## src/rtl/clk_edge_meter.sv

```systemverilog
// -----------------------------------------------------------------------------
// clk_edge_meter
// Measures an external (asynchronous) clock against clk_i. The external clock
// is synchronized, edge strobes are derived from it, and every rising edge
// closes a measurement of period and high time, both counted in clk_i cycles.
// When no edge is seen for TIMEOUT cycles, loss of clock is flagged until the
// next rising edge restarts the measurement.
//
// Ports
//   clk_i      system clock, all logic on its rising edge
//   arst_ni    asynchronous active-low reset
//   clk_ext_i  clock under measurement, asynchronous to clk_i
//   clk_o      synchronized level of clk_ext_i
//   posedge_o  one-cycle strobe per detected rising edge
//   negedge_o  one-cycle strobe per detected falling edge
//   period_o   last measured period (saturates at 2^CNT_W-1)
//   high_o     last measured high time
//   valid_o    one-cycle strobe when period_o/high_o/ovf_o update
//   ovf_o      reported period saturated
//   lost_o     level, loss of clock
// -----------------------------------------------------------------------------
module clk_edge_meter #(
  parameter int SYNC_STAGES = 2,
  parameter int CNT_W       = 16,
  parameter int TIMEOUT     = 1024
) (
  input  logic             clk_i,
  input  logic             arst_ni,
  input  logic             clk_ext_i,
  output logic             clk_o,
  output logic             posedge_o,
  output logic             negedge_o,
  output logic [CNT_W-1:0] period_o,
  output logic [CNT_W-1:0] high_o,
  output logic             valid_o,
  output logic             ovf_o,
  output logic             lost_o
);

  // Idle counter only needs to reach TIMEOUT-1: the timeout fires on the
  // cycle that would bring it to TIMEOUT.
  localparam int                IDLE_W    = (TIMEOUT > 2) ? $clog2(TIMEOUT) : 1;
  localparam logic [IDLE_W-1:0] IDLE_LAST = IDLE_W'(TIMEOUT - 1);
  localparam logic [CNT_W-1:0]  CNT_MAX   = '1;

  typedef enum logic [1:0] {
    S_WAIT  = 2'd0,
    S_FIRST = 2'd1,
    S_RUN   = 2'd2,
    S_LOST  = 2'd3
  } state_e;

  state_e              state_q, state_d;
  logic [SYNC_STAGES-1:0] sync_q;
  logic                hist_q;
  logic                pos_q, neg_q;
  logic                pos_d, neg_d, strobe_d;
  logic [CNT_W-1:0]    cnt_q;
  logic                sat_q;
  logic [CNT_W-1:0]    high_cap_q;
  logic [IDLE_W-1:0]   idle_q;
  logic                timeout_d;
  logic                valid_d;
  logic                valid_q;
  logic [CNT_W-1:0]    period_q, high_q;
  logic                ovf_q;

  // Edge detection is done on the next-state side so the measurement
  // registers and the FSM update on the same edge that raises the strobe.
  assign pos_d    =  sync_q[SYNC_STAGES-1] & ~hist_q;
  assign neg_d    = ~sync_q[SYNC_STAGES-1] &  hist_q;
  assign strobe_d = pos_d | neg_d;

  // An edge in the same cycle as the timeout wins.
  assign timeout_d = ~strobe_d & (idle_q == IDLE_LAST);

  // Synchronizer, history flop and registered strobes.
  always_ff @(posedge clk_i or negedge arst_ni) begin
    if (!arst_ni) begin
      sync_q <= '0;
      hist_q <= 1'b0;
      pos_q  <= 1'b0;
      neg_q  <= 1'b0;
    end else begin
      sync_q <= {sync_q[SYNC_STAGES-2:0], clk_ext_i};
      hist_q <= sync_q[SYNC_STAGES-1];
      pos_q  <= pos_d;
      neg_q  <= neg_d;
    end
  end

  // Period counter runs freely between rising edges; it restarts at 1 so the
  // value read on the next rising edge equals the full period.
  always_ff @(posedge clk_i or negedge arst_ni) begin
    if (!arst_ni) begin
      cnt_q      <= '0;
      sat_q      <= 1'b0;
      high_cap_q <= '0;
    end else begin
      if (pos_d) begin
        cnt_q <= CNT_W'(1);
        sat_q <= 1'b0;
      end else if (cnt_q == CNT_MAX) begin
        sat_q <= 1'b1;
      end else begin
        cnt_q <= cnt_q + 1'b1;
      end
      if (neg_d) begin
        high_cap_q <= cnt_q;
      end
    end
  end

  // Idle counter, cleared by either edge, parks at its last value.
  always_ff @(posedge clk_i or negedge arst_ni) begin
    if (!arst_ni) begin
      idle_q <= '0;
    end else if (strobe_d) begin
      idle_q <= '0;
    end else if (idle_q != IDLE_LAST) begin
      idle_q <= idle_q + 1'b1;
    end
  end

  // Reported measurement, held between valid pulses and while lost.
  always_ff @(posedge clk_i or negedge arst_ni) begin
    if (!arst_ni) begin
      valid_q  <= 1'b0;
      period_q <= '0;
      high_q   <= '0;
      ovf_q    <= 1'b0;
    end else begin
      valid_q <= valid_d;
      if (valid_d) begin
        period_q <= cnt_q;
        high_q   <= high_cap_q;
        ovf_q    <= sat_q;
      end
    end
  end

  // FSM: state register.
  always_ff @(posedge clk_i or negedge arst_ni) begin
    if (!arst_ni) begin
      state_q <= S_WAIT;
    end else begin
      state_q <= state_d;
    end
  end

  // FSM: next state.
  always_comb begin
    state_d = state_q;
    if (pos_d) begin
      case (state_q)
        S_WAIT:  state_d = S_FIRST;
        S_FIRST: state_d = S_RUN;
        S_RUN:   state_d = S_RUN;
        S_LOST:  state_d = S_FIRST;
        default: state_d = S_WAIT;
      endcase
    end else if (timeout_d) begin
      state_d = S_LOST;
    end
  end

  // FSM: outputs. A rising edge only closes a measurement once a previous
  // rising edge has opened it.
  always_comb begin
    valid_d = pos_d & ((state_q == S_FIRST) | (state_q == S_RUN));
    lost_o  = (state_q == S_LOST);
  end

  assign clk_o     = sync_q[SYNC_STAGES-1];
  assign posedge_o = pos_q;
  assign negedge_o = neg_q;
  assign valid_o   = valid_q;
  assign period_o  = period_q;
  assign high_o    = high_q;
  assign ovf_o     = ovf_q;

endmodule

```

## config.mk

```make
export PLATFORM = sky130hd
export DESIGN_NAME = clk_edge_meter
export DESIGN_NICKNAME = d
export VERILOG_FILES = /design/src/rtl/clk_edge_meter.sv
export SDC_FILE = /design/constraint.sdc
export NUM_CORES = 1
export LEC_CHECK = 0
export BUFFER_PORTS_ARGS = -buffer_cell sky130_fd_sc_hd__buf_2
export CAP_MARGIN = 25
export CORE_MARGIN = 3
export CORE_UTILIZATION = 55
export DETAILED_ROUTE_END_ITERATION = 16
export GPL_ROUTABILITY_DRIVEN = 0
export PLACE_DENSITY = 0.76
export SLEW_MARGIN = 20
export SYNTH_ARGS = -nofsm -noshare
export SYNTH_HDL_FRONTEND = slang
export SYNTH_SLANG_ARGS = --single-unit
```

## constraint.sdc

```tcl
create_clock -name clk_i -period 2.15 [get_ports clk_i]
set_input_delay 0.1075 -clock clk_i [delete_from_list [all_inputs] [get_ports clk_i]]
set_output_delay 0.1075 -clock clk_i [all_outputs]
set_load 0.005 [all_outputs]
```

==> reports/results.tsv, run 1 <==
stage	metric	value	unit
yosys	synthArstFlopShare	100	%
cells_and_area	utilization	66.9	%
sta	fin_worst_skew	0.0138	ns
power_and_ir_drop	vdd_ir_drop_max	0.791	mV
sta	period_share	84.9	%
placement	post-dp-hpwl	4.34	mm
sta	setup_ws	0.325	ns
sta	slew_headroom	61.1	%
route	met1_length	3.04	mm
yosys	ys_seq_area_share	59.2	%
global_route	grt_use_total	19.4	%
cells_and_area	layout.nets	341	
route	dr.pass1.iters	4	
min_path	hold_class	in2async	
route	drt_iter0_drc	103	
clock_tree	clkSinkCount	84	
clock_tree	h-tree-depth	3	
sta	report.final.slew_viol_count	0	
clock_tree	cts_root_buf	clkbuf_8	
flow_run	maxCapViolations	0	
yosys	ys_types	43	
worst_setup_path	crit_type	reg2reg	
run_status	status	finished, final reports clean	
route	vias	2339	
yosys	yosys_warnings	0	
cells_and_area	multiInputGateArea	1360	um2
clock_tree	clk_latency	0.35	ns
worst_setup_path	worstPathArrival	2.06	ns
worst_setup_path	worst-path-buf-inv	0	
floorplanning	die_h	86.3	um
worst_setup_path	cpMaxStageDelayCell	dfrtp_1	
yosys	synth.avg_cell_area	12.5	um2
global_route	grt-ovfl-total	0	
sta	timing.fmax	548	MHz
worst_setup_path	cp_cell_sequence	ha_1, nand2_1, nor3_4, a211oi_2, mux2_1	
yosys	syn_area	3550	um2
clock_tree	clk_pin_slew	0.08	ns
sta	period_minus_slack	1.82	ns
yosys	synth-main-ff-cell	dfrtp_1	
sta	setup_viol	0	
sta	holdWs	0.268	ns
worst_setup_path	slowest_delay	0.44	ns
placement	portBuffers	40	
sta	grt_setup_unrepaired	false	
cells_and_area	regArea	2100	um2
global_route	grt_pass1_wl	11.2	mm
yosys	syn_inst	285	
worst_setup_path	cp-end-kind	flip-flop	
clock_tree	ctsResizeCount	0	
floorplanning	placementRows	28	
global_route	antenna_found_initial	0	
route	drcViolationCount	0	
global_route	grt_pass1_vias	2361	
clock_tree	cts_tree	done	
route	wl_per_cell	15.1	um
route	route.met2.wl	2.82	mm
worst_setup_path	r2r_slack	0.33	ns
route	routed_wl	6.25	mm
worst_setup_path	cp_data_required_time	2.39	ns
clock_tree	clock_path_buffers	2	
route	wl_met3	303	um
power_and_ir_drop	p_leak	1.99	nW
floorplanning	start_util	58.2	%
placement	pre_cts_slack	0.335	ns
cells_and_area	syn2layout_area_growth	14.9	%
yosys	ys_ff_latch	84	
route	ant_nets	0	
sta	finalHoldViolCount	0	
yosys	synthesis.nets	293	
clock_tree	cts_buffers	9	
cells_and_area	drive_gt1_share	33.1	%
floorplanning	fp.dieArea	7450	um2
sta	fin_setup_tns	0	ns
yosys	synth-edff-count	0	
floorplanning	fp.dieW	86.3	um
cells_and_area	nFillCells	482	
route	vias_per_cell	5.66	
global_route	grt_max_degree	44	
cells_and_area	num_antenna_cells	0	
route	dr.max_layer_used	met4	
power_and_ir_drop	power_per_cell_area	872	nW/um2
sta	tightest_slew	0.581	ns
worst_setup_path	crit_fanout	10	
worst_setup_path	cp_top_family	simple AND/OR/NAND/NOR gates	
floorplanning	core_area	6100	um2
floorplanning	ios	41	
worst_setup_path	critPathLaunchType	flip-flop	
==> sequential cells by signal, summed over array words and instances (netlist names), 2 cells and up <==
name        cells
cnt_q          16
high_cap_q     16
high_o         16
period_o       16
idle_q         10
state_q         2
sync_q          2
==> per-layer routing <==
| metal | global-route usage [%] | up-vias |
|---|---|---|
| met5 | 0 | - |
| met3 | 6.27 | 11 |
| li1 | - | 1126 |
| met2 | 29.3 | 55 |
| met4 | 6.80 | 0 |
| met1 | 26.4 | 1147 |
==> logic make-up after synthesis <==
| group | share of synthesized area (%) |
|---|---|
| compound gates | 8.36 |
| xor+xnor | 0.494 |
| fa+ha+maj | 1.76 |
| buf+inv | 2.36 |
| flops | 59.2 |
| mux | 16.1 |
| simple gates | 11.7 |
==> worst reg2reg max path, delay by kind of cell, from the launching register on <==
kind                       cells  cell delay (ns)
muxes                          1             0.32
AOI/OAI and AO/OA              1             0.13
and+or+nand+nor                2             0.59
DFF                            1             0.44
adders and majority gates      1             0.23
==> through the flow <==
stage	cells	power [mW]	cell area [um2]
after global placement	395	2.50	3860
after global routing	413	3.78	4080
after floorplan	285	2.27	3550
after detailed placement	395	2.52	3860
final	413	3.56	4080
after CTS	413	3.61	4080
==> repair_timing <==
item / in CTS / in global routing
setup endpoints to repair: 0 / 0
endpoints found under the hold margin: 42 / 0
buffers inserted: 0 / 0
hold buffers: 2 / 0
==> cell type report <==
cell class / count / share of cell area (%)
multi-input cells: 180 / 33.4
well taps: 75 / 2.30
flip-flops and latches: 84 / 51.5
repair buffers: 47 / 7.00
inverters: 11 / 1.01
clock buffers: 10 / 3.13
clock inverters: 6 / 1.60
==> worst paths after layout <==
| check | from | to | depth (start not counted) |
|---|---|---|---|
| worst max-delay path | cnt_q[0] | cnt_q[5] | 5 |
| worst min-delay path | arst_ni | idle_q[9] | 2 |
| worst max register to register | cnt_q[0] | cnt_q[5] | 5 |
| worst min register to register | sync_q[0] | sync_q[1] | 0 |
| max in group asynchronous | arst_ni | period_o[1] | 3 |
| min in group clk_i | sync_q[0] | sync_q[1] | 0 |
==> Yosys cell counts (all sizes together), types with 5 or more instances <==
master | instances | area share (%)
dfrtp | 84 | 59
mux2 | 49 | 16
nor2 | 17 | 1.8
a21oi | 14 | 2.0
nand2 | 14 | 1.5
nand3 | 12 | 1.7
inv | 11 | 1.2
o21ai | 11 | 1.6
nor3 | 7 | 1.4
buf | 6 | 0.78
ha | 5 | 1.8
nand4 | 5 | 1.5
nor2b | 5 | 0.88
o31ai | 5 | 1.1
or4 | 5 | 1.1
==> report_power, final <==
group / total [mW] / internal [mW] / switching (mW)
logic: 0.582 / 0.303 / 0.279
registers: 1.90 / 1.76 / 0.143
clock network: 1.07 / 0.536 / 0.536
total: 3.56 / 2.60 / 0.958
==> cells in the final DEF, fill, tap and decap left out, types with 2 or more instances in the layout <==
master and count:
a211oi_1 3, a21oi_1 14, a31oi_1 3, and2_1 2, buf_12 2, buf_2 39, buf_4 4, clkbuf_8 9
clkinv_2 2, clkinv_4 2, dfrtp_1 84, dlygate4sd3_1 2, ha_1 5, inv_1 10, mux2_1 3, mux2_2 46
mux2i_1 2, nand2_1 14, nand3_1 12, nand4_1 3, nor2_1 17, nor2b_1 5, nor3_1 5, nor4_1 3
o21a_1 3, o21ai_0 9, o21ai_1 2, o31ai_1 5, or3_1 2, or4_1 5, xor2_1 2
No activity file was read; power rests on OpenSTA's default activity.
==> run 2, diff against run 1 <==
Clock period 2.15 ns to 1.8 ns, I/O delays scaled along.
==> reports/results.tsv, run 2 (synthesis gave the netlist of run 1 again) <==
stage	metric	value	unit	change
flow_run	maxCapViolations	0		unchanged
run_status	status	finished, final reports clean		unchanged
sta	slew_headroom	69.6	%	was 61.1%
cells_and_area	utilization	68.4	%	was 66.9%
global_route	grt_use_total	19.9	%	was 19.4%
cells_and_area	drive_gt1_share	35.4	%	was 33.1%
worst_setup_path	worst-path-buf-inv	0		unchanged
floorplanning	placementRows	28		unchanged
floorplanning	fp.dieW	86.3	um	unchanged
cells_and_area	layout.nets	353		was 341
global_route	grt-ovfl-total	0		unchanged
route	ant_nets	0		unchanged
route	drt_iter0_drc	111		was 103
worst_setup_path	cpMaxStageDelayCell	dfrtp_1		unchanged
clock_tree	clk_pin_slew	0.08	ns	about the same
sta	fin_worst_skew	0.00652	ns	was 0.0138 ns
worst_setup_path	cp_top_family	simple AND/OR/NAND/NOR gates		unchanged
clock_tree	h-tree-depth	3		unchanged
route	drcViolationCount	0		unchanged
power_and_ir_drop	vdd_ir_drop_max	0.860	mV	was 0.791 mV
power_and_ir_drop	p_total	4.34	mW	was 3.56 mW
floorplanning	ios	41		unchanged
worst_setup_path	crit_type	reg2reg		unchanged
floorplanning	fp.dieArea	7450	um2	unchanged
power_and_ir_drop	swShare	26.3	%	was 26.9%
route	vias_per_cell	5.78		was 5.66
floorplanning	die_h	86.3	um	unchanged
floorplanning	start_util	58.2	%	unchanged
worst_setup_path	rr_startpoint	cnt_q[5]		was cnt_q[0]
worst_setup_path	worstPathArrival	1.93	ns	was 2.06 ns
sta	tightest_slew	0.452	ns	was 0.581 ns
sta	fin_setup_tns	0	ns	unchanged
clock_tree	cts_root_buf	clkbuf_8		unchanged
worst_setup_path	cp_data_required_time	2.03	ns	was 2.39 ns
power_and_ir_drop	power_frac_clock	31.1	%	was 30.1%
cells_and_area	syn2layout_area_growth	17.5	%	was 14.9%
sta	timing.fmax	589	MHz	was 548 MHz
sta	grt_setup_unrepaired	false		unchanged
worst_setup_path	critPathLaunchType	flip-flop		unchanged
cells_and_area	instances_no_fill	425		was 413
global_route	grt_max_degree	41		was 44
min_path	hold_class	in2async		unchanged
floorplanning	core_area	6100	um2	unchanged
clock_tree	cts_tree	done		unchanged
clock_tree	clkSinkCount	84		unchanged
worst_setup_path	crit_fanout	9		was 10
cells_and_area	mostFrequentLayoutCell	dfrtp_1		unchanged
placement	portBuffers	40		unchanged
global_route	antenna_found_initial	0		unchanged
power_and_ir_drop	pwr-share-seq	52.1	%	was 53.5%
sta	report.final.slew_viol_count	0		unchanged
cells_and_area	num_antenna_cells	0		unchanged
route	vias	2455		was 2339
cells_and_area	stdcell_area	4170	um2	was 4080 um2
power_and_ir_drop	p_sw	1.14	mW	was 0.958 mW
route	routed_wl	6.63	mm	was 6.25 mm
sta	period_minus_slack	1.70	ns	was 1.82 ns
worst_setup_path	reg2reg_to	cnt_q[5]		unchanged
power_and_ir_drop	power_per_cell_area	1040	nW/um2	was 872 nW/um2
worst_setup_path	cp-end-kind	flip-flop		unchanged
route	wl_per_cell	15.6	um	was 15.1 um
sta	setup_viol	0		unchanged
worst_setup_path	rr_worst_depth	4		was 5
placement	post-dp-hpwl	4.62	mm	was 4.34 mm
placement	dp.cells	406		was 395
worst_setup_path	r2r_slack	0.10	ns	was 0.33 ns
placement	place_area	3940	um2	was 3860 um2
worst_setup_path	slowest_delay	0.46	ns	was 0.44 ns
global_route	grt_pass1_wl	11.5	mm	was 11.2 mm
power_and_ir_drop	p_leak	2.05	nW	was 1.99 nW
cells_and_area	final_cell_mix	83 x dfrtp_1, 46 x mux2_2, 39 x buf_2, 17 x nor2_1, 17 x buf_4		was 84 x dfrtp_1, 46 x mux2_2, 39 x buf_2, 17 x nor2_1
power_and_ir_drop	p_int	3.20	mW	was 2.60 mW
route	dr.pass1.iters	4		unchanged
worst_setup_path	cp_cell_sequence	and4_1, and2_1, a211oi_2, mux2_1		was ha_1, nand2_1, nor3_4, a211oi_2, mux2_1
clock_tree	clock_path_buffers	2		unchanged
clock_tree	cts_buffers	9		unchanged
power_and_ir_drop	combinationalPowerShare	16.8	%	was 16.4%
sta	period_share	94.2	%	was 84.9%
sta	finalHoldViolCount	0		unchanged
global_route	grt_pass1_vias	2325		was 2361
clock_tree	clk_latency	0.35	ns	about the same
run 2: changes by cell type in the layout (fill, tap and decap cells not counted), sizes merged:
cell / change
clkbuf: +3
clkinv: -4
clkinvlp: +1
buf: +12
run 2: worst max-delay path by stage:
| stage | startpoint | endpoint | slack, ns | cells past startpoint |
|---|---|---|---|---|
| floorplan | sync_q[1] | high_cap_q[10] | 0.10 | 5 |
| global placement | cnt_q[3] | cnt_q[5] | 0.14 | 4 |
| detailed placement | cnt_q[3] | cnt_q[5] | 0.1 | 4 |
| CTS | cnt_q[3] | cnt_q[5] | 0.08 | 4 |
| global route | cnt_q[4] | cnt_q[5] | 0.003 | 4 |
| finish | cnt_q[5] | cnt_q[5] | 0.10 | 4 |
run 2: metal layers:
layer | share of wire [%] | track usage [%]
met3 | 5.1 | 6.08
met5 | 0 | 0
met2 | 48 | 31.4
met1 | 46 | 26.9
met4 | 1.1 | 5.38
run 2: cell type report:
cell class,instances,area [um2]
flip-flops and latches,84,2100
fillers,465,1930
multi-input cells,180,1360
repair buffers,59,363
clock buffers,13,159
well taps,75,93.8
clock inverters,3,45.0
inverters,11,41.3
run 2: worst register-to-register path: cells and delay by family (launching register included):
kind            cells  cell delay (ns)
compound gates      1             0.27
simple gates        2             0.51
flops               1             0.46
mux                 1             0.34
run 2: timing repair:
action | 4_1_cts | 5_1_grt
hold buffers | 2 | 0
setup endpoints to repair | 0 | 2
hold endpoints to repair | 62 | 0
setup buffers | 0 | 1
resized for setup | 0 | 1
run 2: power by group through the flow:
stage | Combinational [mW] | Sequential (mW) | Clock, mW
after CTS | 0.745 | 2.26 | 1.38
after global placement | 0.717 | 2.28 | 0
after floorplan | 0.451 | 2.26 | 0
final | 0.730 | 2.26 | 1.35
after detailed placement | 0.741 | 2.29 | 0
after global routing | 0.817 | 2.30 | 1.46
run 2: metrics by stage:
step / setup WS (ns) / hold WS [ns]
2_1_floorplan: 0.101 / -0.206
3_3_place_gp: 0.143 / -0.000469
3_5_place_dp: 0.0984 / 0.00163
4_1_cts: 0.0775 / 0.164
5_1_grt: 0.00304 / 0.168
6_report: 0.104 / 0.162
